File: config.mk
export PLATFORM = sky130hd
export DESIGN_NAME = fifo_wr_rr_arb
export DESIGN_NICKNAME = d
export VERILOG_FILES = /design/src/rtl/fifo_arb_pkg.sv /design/src/rtl/fifo_wr_rr_arb_rr_arbiter.sv /design/src/rtl/fifo_wr_rr_arb.sv
export SDC_FILE = /design/constraint.sdc
export NUM_CORES = 1
export LEC_CHECK = 0
export ABC_AREA = 0
export CORE_MARGIN = 3
export CORE_UTILIZATION = 35
export DETAILED_ROUTE_END_ITERATION = 10
export GPL_ROUTABILITY_DRIVEN = 0
export PLACE_DENSITY = 0.86
export REMOVE_ABC_BUFFERS = 1
export SYNTH_ARGS = -nofsm -noshare
export SYNTH_HDL_FRONTEND = slang
export SYNTH_SLANG_ARGS = --single-unit
File: constraint.sdc
create_clock -name clk -period 2.3 [get_ports clk]
set_input_delay 0.46 -clock clk [delete_from_list [all_inputs] [get_ports clk]]
set_output_delay 0.46 -clock clk [all_outputs]
set_load 0.01 [all_outputs]
File: src/rtl/fifo_arb_pkg.sv
// Shared types and helpers for the round-robin FIFO write arbiter.
package fifo_arb_pkg;

    typedef enum logic {
        ARB_IDLE  = 1'b0,
        ARB_BURST = 1'b1
    } arb_state_t;

    // Round-robin successor of an owner index; wraps explicitly so that
    // non-power-of-two requester counts never land on an unused index.
    function automatic int next_rr_ptr(input int owner, input int num_req);
        if (owner >= num_req - 1) begin
            return 0;
        end
        return owner + 1;
    endfunction

endpackage

File: src/rtl/fifo_wr_rr_arb_rr_arbiter.sv
// Combinational round-robin picker: first valid requester at or after rr_ptr.
module rr_arbiter #(
    parameter int NUM_REQ = 4,
    parameter int IDX_W   = $clog2(NUM_REQ)
) (
    input  logic [NUM_REQ-1:0] req_valid,
    input  logic [IDX_W-1:0]   rr_ptr,
    output logic [IDX_W-1:0]   gnt_idx,
    output logic               gnt_any
);

    int               w_cand;
    logic [IDX_W-1:0] w_candIdx;

    // Scan every requester starting from rr_ptr and keep the first valid one
    always_comb begin
        gnt_any   = 1'b0;
        gnt_idx   = '0;
        w_cand    = 0;
        w_candIdx = '0;
        for (int i = 0; i < NUM_REQ; i++) begin
            w_cand = int'(rr_ptr) + i;
            if (w_cand >= NUM_REQ) begin
                w_cand = w_cand - NUM_REQ;
            end
            w_candIdx = IDX_W'(w_cand);
            if (!gnt_any && req_valid[w_candIdx]) begin
                gnt_any = 1'b1;
                gnt_idx = w_candIdx;
            end
        end
    end

endmodule

File: src/rtl/fifo_wr_rr_arb.sv
// Round-robin write arbiter sharing one sync FIFO write port among requesters.
module fifo_wr_rr_arb #(
    parameter int NUM_REQ    = 4,
    parameter int DATA_WIDTH = 8,
    parameter int MAX_BURST  = 4
) (
    input  logic                          clk,
    input  logic                          rst_n,
    input  logic [NUM_REQ-1:0]            req_valid,
    input  logic [NUM_REQ-1:0]            req_last,
    input  logic [NUM_REQ*DATA_WIDTH-1:0] req_data,
    output logic [NUM_REQ-1:0]            req_ready,
    input  logic                          fifo_full,
    output logic                          fifo_wr_en,
    output logic [DATA_WIDTH-1:0]         fifo_data_in,
    output logic [$clog2(NUM_REQ)-1:0]    grant_id,
    output logic                          busy
);

    import fifo_arb_pkg::*;

    localparam int IDX_W = $clog2(NUM_REQ);
    localparam int CNT_W = $clog2(MAX_BURST + 1);

    arb_state_t           r_state;
    logic [IDX_W-1:0]     r_owner;
    logic [IDX_W-1:0]     r_rrPtr;
    logic [CNT_W-1:0]     r_beatCnt;

    logic [IDX_W-1:0]      w_gntIdx;
    logic                  w_gntAny;
    logic                  w_inBurst;
    logic                  w_ownerValid;
    logic                  w_ownerLast;
    logic [DATA_WIDTH-1:0] w_ownerData;
    logic                  w_xfer;
    logic                  w_lastBeat;
    logic                  w_release;
    logic [IDX_W-1:0]      w_nextPtr;

    rr_arbiter #(
        .NUM_REQ (NUM_REQ),
        .IDX_W   (IDX_W)
    ) u_rr_arbiter (
        .req_valid (req_valid),
        .rr_ptr    (r_rrPtr),
        .gnt_idx   (w_gntIdx),
        .gnt_any   (w_gntAny)
    );

    assign w_inBurst    = (r_state == ARB_BURST);
    assign w_ownerValid = req_valid[r_owner];
    assign w_ownerLast  = req_last[r_owner];
    assign w_ownerData  = req_data[int'(r_owner)*DATA_WIDTH +: DATA_WIDTH];
    assign w_xfer       = w_inBurst & w_ownerValid & ~fifo_full;
    assign w_lastBeat   = (r_beatCnt == CNT_W'(MAX_BURST - 1)) | w_ownerLast;
    // A full-stalled owner with valid high is neither transferring nor releasing
    assign w_release    = w_inBurst & ((w_xfer & w_lastBeat) | ~w_ownerValid);
    assign w_nextPtr    = IDX_W'(next_rr_ptr(int'(r_owner), NUM_REQ));

    // Grant/burst state machine with owner, round-robin pointer and beat counter
    always_ff @(posedge clk or negedge rst_n) begin
        if (!rst_n) begin
            r_state   <= ARB_IDLE;
            r_owner   <= '0;
            r_rrPtr   <= '0;
            r_beatCnt <= '0;
        end else begin
            case (r_state)
                ARB_IDLE: begin
                    if (w_gntAny) begin
                        r_owner <= w_gntIdx;
                        r_state <= ARB_BURST;
                    end
                end
                ARB_BURST: begin
                    if (w_release) begin
                        r_state   <= ARB_IDLE;
                        r_beatCnt <= '0;
                        r_rrPtr   <= w_nextPtr;
                    end else if (w_xfer) begin
                        r_beatCnt <= r_beatCnt + CNT_W'(1);
                    end
                end
                default: begin
                    r_state <= ARB_IDLE;
                end
            endcase
        end
    end

    // Route the owner's stream onto the FIFO port; everything is quiet outside a burst
    always_comb begin
        req_ready    = '0;
        fifo_wr_en   = 1'b0;
        fifo_data_in = '0;
        if (w_inBurst) begin
            req_ready[r_owner] = ~fifo_full;
            fifo_wr_en         = w_xfer;
            fifo_data_in       = w_ownerData;
        end
    end

    assign busy     = w_inBurst;
    assign grant_id = r_owner;

endmodule

==> flow_metrics.tcl, run 1 <==
set metrics [dict create \
    status "complete, no violations" \
    antenna_found_initial 0 \
    cts_tree "yes" \
    vias 907 \
    dp_hpwl_um 1990 \
    total_power_mw 1.47 \
    synth_seq_area_share_pct 23.3 \
    avgRoutedWirePerCell_um 13.5 \
    synth-main-ff-cell "dfrtp_1" \
    via_per_inst 5.07 \
    p_per_area_nw_per_um2 937 \
    postPlaceCellArea_um2 1510 \
    seqPwrFrac_pct 17.5 \
    grt_usage_pct 16.5 \
    worst-r2r-cell-count 6 \
    max_cap_viol_count 0 \
    path_clk_slew_ns 0.05 \
    io_pins 59 \
    setup_ws_ns 0.0385 \
    cts_inserted_buffers 3 \
    die_area_um2 3090 \
    leakagePower_nw 0.710 \
    root_buffer "clkbuf_4" \
    drive_above_1_share_pct 20.5 \
    wirelength_um 2420 \
    r2r_start "grant_id[0]$_DFFE_PN0P_" \
    hold_viol 0 \
    grt-ovfl-total 0 \
    ys_warn_count 0 \
    fmax_ghz 0.442 \
    diodes 0 \
    yosys_register_bits 8 \
    mostFrequentLayoutCells "45 x clkdlybuf4s50_1, 12 x and2_1, 12 x buf_4, 11 x dlygate4sd2_1, 8 x mux4_2" \
    port-buffer-count 58 \
    setup_violations 0 \
    cts_max_level 1 \
    rsz0062_at_grt "no" \
    cts.path.max_buffers 2 \
    arrival_ns 1.80 \
    r2r_slack_ns 0.53 \
    finalCritPeriodShare_pct 98.3 \
    yosys.cell_types.count 30 \
    start_util_pct 37.8 \
    internal-power_mw 0.913 \
    combPwrFrac_pct 75.2 \
    fp.coreArea_um2 2280 \
    yosysTopAreaCell "dfrtp_1" \
    fin_crit_ns 2.26 \
    slew_violations 0 \
    cp_max_fo 2 \
    swShare_pct 37.8 \
    syn_area_um2 860 \
    die_x_um 55.6 \
    ir_drop_mv 0.638 \
    p_clk_share_pct 7.3 \
    netlist_instances 81 \
    layout.nets 202 \
    grt_max_degree 15 \
    switchingPower_mw 0.555 \
    ctsHoldBuffers 0 \
    required_ns 1.84 \
    cts_sinks 8 \
    drt-initial-drc-count 8 \
    finClkSkew_ns 0.00229 \
    hold_ws_ns 0.481 \
    crit_path_start_kind "input port" \
    synthTopCellsByArea "dfrtp_1 23%, mux4_2 21%, and2_1 8.7%" \
    drt.antenna.violating_nets 0 \
    synth_top_cell_area_share_pct 23.3 \
    timing.setup.tns_ns 0 \
    firstDrtPassIters 4 \
    fin_area_um2 1570 \
    worst_pin_slew_ns 0.368 \
    drcViolationCount 0 \
    fp-row-count 17 \
    synth_edf_count 0 \
    grt_pass1_vias 931 \
    max-slew-margin-rel_pct 75.4 \
    die_height_um 55.6 \
    avgSynthCellArea_um2 10.6 \
    endpoint_kind "output pin" \
    clock_latency_ns 0.26 \
    r2r-end "r_rrPtr[1]$_DFFE_PN0P_" \
    final_common_cell "clkdlybuf4s50_1" \
    min_path_type "input port to asynchronous set/reset pin" \
    critPathKind "input port to output pin" \
    syn_to_final_growth_pct 82.2 \
    async_flop_share_pct 100 \
    preCtsSetupSlack_ns -0.277 \
    grt_pass1_wl_um 4090 \
]
==> worst max-delay path by stage <==
stage | startpoint | endpoint | cells past startpoint | slack, ns
floorplan | grant_id[0]$_DFFE_PN0P_ | fifo_wr_en | 2 | 0.21
global placement | req_valid[3] | fifo_wr_en | 4 | -0.25
detailed placement | req_valid[3] | fifo_wr_en | 4 | -0.28
CTS | fifo_full | req_ready[2] | 4 | -0.001
global route | grant_id[0]$_DFFE_PN0P_ | fifo_data_in[7] | 4 | 0.0005
finish | req_valid[3] | fifo_wr_en | 4 | 0.04
==> cell families (layout without fill, tap and decap cells) <==
group                      after synthesis  in the layout  share of synthesized area [%]
AOI/OAI and AO/OA                       14             14                           11.1
adders and majority gates                6              6                           8.73
buffers and inverters                    9             79                           6.11
DFF                                      8              8                           23.3
muxes                                   15             15                           31.4
and+or+nand+nor                         29             29                           19.4
==> worst max-delay path, cell delays in order <==
cell	delay, ns
clkdlybuf4s50_1	0.42
mux4_2	0.51
and2_4	0.18
clkdlybuf4s15_1	0.22
==> layout make-up <==
class	instances	area, um2
Clock buffer	3	22.5
Tap cell	28	35.0
Timing Repair Buffer	71	679
Sequential cell	8	201
Fill cell	193	709
Multi-Input combinational cell	64	609
Inverter	5	18.8
==> synthesized netlist by cell type, types with 2 or more instances <==
cell,n
mux2_1,2
and2b_1,2
ha_1,6
a21oi_1,2
and2_1,12
dfrtp_1,8
nand2b_1,3
nor2_1,4
mux4_2,8
nand2_1,4
mux2i_1,3
o21ai_0,5
inv_1,5
==> metal layers <==
metal  GRT usage, %  routed length, um
met5              0                  0
met4           5.21                 32
met3           4.44                182
met2           31.3               1260
met1           17.5                940
==> power groups by stage <==
stage / Clock [mW] / Combinational [mW] / Sequential (mW)
global placement: 0 / 1.09 / 0.257
floorplan: 0 / 0.517 / 0.341
finish: 0.107 / 1.10 / 0.257
global route: 0.119 / 1.21 / 0.270
CTS: 0.112 / 1.08 / 0.254
detailed placement: 0 / 1.11 / 0.261
==> metrics by stage <==
step	utilization, %	cells
after floorplan	-	77
after global placement	66.5	171
after detailed placement	66.5	171
after CTS	67.7	176
after global routing	68.8	179
final	68.8	179
==> timing repair <==
action / in CTS / in global routing
endpoints found under the hold margin: 0 / 0
cloned: 0 / 0
gates resized for setup: 16 / 1
endpoints found under the setup margin: 13 / 2
buffers inserted: 2 / 3
==> flip-flops by register name, summed over array words and instances, names as in the netlist <==
signal	cells
busy	1
grant_id	2
r_beatCnt	3
r_rrPtr	2
Note: power is estimated with default switching activity, not from simulation.
==> run 2, diff against run 1 <==
GPL_ROUTABILITY_DRIVEN = default   (was 0)
==> results of run 2 <==
No change in the layout: final DEF, timing and power equal those of run 1.
==> run 3, diff against run 2 <==
CAP_MARGIN = 20   (was default)
CELL_PAD_IN_SITES_DETAIL_PLACEMENT = 1   (was default)
CELL_PAD_IN_SITES_GLOBAL_PLACEMENT = 1   (was default)
CORE_UTILIZATION = 25   (was 35)
==> run 3 against run 2 <==
Compared with the run above: utilization down 18 points; global-route usage up 0.55 points; register-to-register slack worse by 0.19 ns; first-iteration DRC count up 140%; clock-buffer cell count unchanged; via count up 3.2%; sequential share of layout area down 0.20 points; critical path depth unchanged.
==> flow_metrics.tcl, run 3 (same netlist as run 1, synthesis figures left out) <==
set metrics [dict create \
    status "complete, no violations" \
    finalCritPeriodShare_pct 99.1 \
    finClkSkew_ns 0.00463 \
    fin_crit_ns 2.28 \
    grt_usage_pct 17.1 \
    grt_pass1_vias 986 \
    utilization_pct 50.8 \
    max-slew-margin-rel_pct 76.1 \
    ir_drop_mv 0.341 \
    cp_max_fo 1 \
    start_util_pct 27.3 \
    cts.path.max_buffers 2 \
    drt-initial-drc-count 19 \
    cts_inserted_buffers 3 \
    hold_ws_ns 0.482 \
    diodes 0 \
    cts_max_level 1 \
    p_per_area_nw_per_um2 977 \
    place_inst 188 \
    grt_max_degree 15 \
    regMostFlops "r_beatCnt" \
    final_common_cell "clkdlybuf4s50_1" \
    setup_violations 0 \
    setup_ws_ns 0.0218 \
    hold_viol 0 \
    io_pins 59 \
    firstDrtPassIters 4 \
    arrival_ns 1.82 \
    endpoint_kind "output pin" \
    fp-row-count 20 \
    preCtsSetupSlack_ns -0.269 \
    min_path_type "register to register" \
    worst_pin_slew_ns 0.357 \
    leakagePower_nw 0.706 \
    mostFrequentLayoutCells "44 x clkdlybuf4s50_1, 12 x and2_1, 10 x dlygate4sd2_1, 10 x buf_4, 9 x mux4_2" \
    syn_to_final_growth_pct 86.3 \
    cpPeakStageDelay_ns 0.47 \
    fmax_ghz 0.439 \
    cts_sinks 8 \
    die_x_um 64.6 \
    via_per_inst 4.80 \
    clock_latency_ns 0.25 \
    fillers 371 \
    slew_violations 0 \
    dp_hpwl_um 2870 \
    required_ns 1.84 \
    gp_congestion 0.728 \
    grt_pass1_wl_um 5320 \
    layout.nets 202 \
    die_area_um2 4180 \
    wirelength_um 3490 \
    crit_path_start_kind "input port" \
    fin_area_um2 1600 \
    antenna_found_initial 0 \
    path_cells "clkdlybuf4s50_1 -> mux4_2 -> and2_1 -> dlygate4sd2_1" \
    grt-ovfl-total 0 \
    largest_reg_flops 3 \
    port-buffer-count 58 \
    postPlaceCellArea_um2 1540 \
    drt.antenna.violating_nets 0 \
    path_clk_slew_ns 0.05 \
    slowest_stage "mux4_2" \
    critPathKind "input port to output pin" \
    drcViolationCount 0 \
    fp.coreArea_um2 3150 \
    drive_above_1_share_pct 22.5 \
    die_height_um 64.6 \
    avgRoutedWirePerCell_um 17.9 \
    cts_tree "yes" \
    fin_cells 195 \
    max_cap_viol_count 0 \
    root_buffer "clkbuf_4" \
    vias 936 \
]
run 3: changes by cell type in the layout (fill, tap and decap cells not counted), sizes merged:
| cell | delta |
|---|---|
| clkbuf | +1 |
| clkdlybuf4s15 | +1 |
| clkdlybuf4s50 | -1 |
| dlygate4sd2 | -1 |
run 3: layout make-up:
type / count / area (um2) / share of cell area, %
clock buffers: 3 / 22.5 / 1.41
inverters: 5 / 18.8 / 1.17
multi-input cells: 64 / 606 / 37.8
flip-flops and latches: 8 / 203 / 12.7
well taps: 44 / 55.1 / 3.44
repair buffers: 71 / 697 / 43.5
run 3: stage by stage:
stage	total power, mW	setup TNS [ns]
2_1_floorplan	0.858	0
3_3_place_gp	1.37	-1.18
3_5_place_dp	1.43	-1.67
4_1_cts	1.52	0
5_1_grt	1.69	-0.0121
6_report	1.57	0
run 3: layer usage:
layer | part of all wire (%) | global-route usage [%]
met1 | 36 | 16.7
met3 | 12 | 6.59
met5 | 0 | 0
met2 | 51 | 33.0
met4 | 1.6 | 4.75
run 3: critical path: cells and delay by family:
kind / cells / cell delay (ns)
mux: 1 / 0.47
simple gates: 1 / 0.18
buf+inv: 2 / 0.71
run 3: repair_timing:
action	CTS	global route
resized for setup	19	6
cloned	0	1
pin swaps	0	1
endpoints found under the setup margin	13	5
setup buffers	3	0
hold buffers	0	0
run 3: power by group:
group          total (mW)  switching [mW]  internal (mW)
clock network       0.102          0.0425         0.0593
registers           0.283          0.0796          0.203
logic                1.18           0.486          0.695
run 3: worst paths after layout:
kind / start / endpoint / slack [ns] / depth (start not counted)
worst max-delay path: req_data[17] / fifo_data_in[1] / 0.02 / 4
worst min-delay path: r_beatCnt[2]$_DFFE_PN0P_ / r_beatCnt[2]$_DFFE_PN0P_ / 0.48 / 2
worst max register to register: grant_id[0]$_DFFE_PN0P_ / r_rrPtr[1]$_DFFE_PN0P_ / 0.34 / 7
worst min register to register: r_beatCnt[2]$_DFFE_PN0P_ / r_beatCnt[2]$_DFFE_PN0P_ / 0.48 / 2
max in group asynchronous: rst_n / grant_id[1]$_DFFE_PN0P_ / 1.53 / 1
min in group asynchronous: rst_n / r_rrPtr[0]$_DFFE_PN0P_ / 0.49 / 1
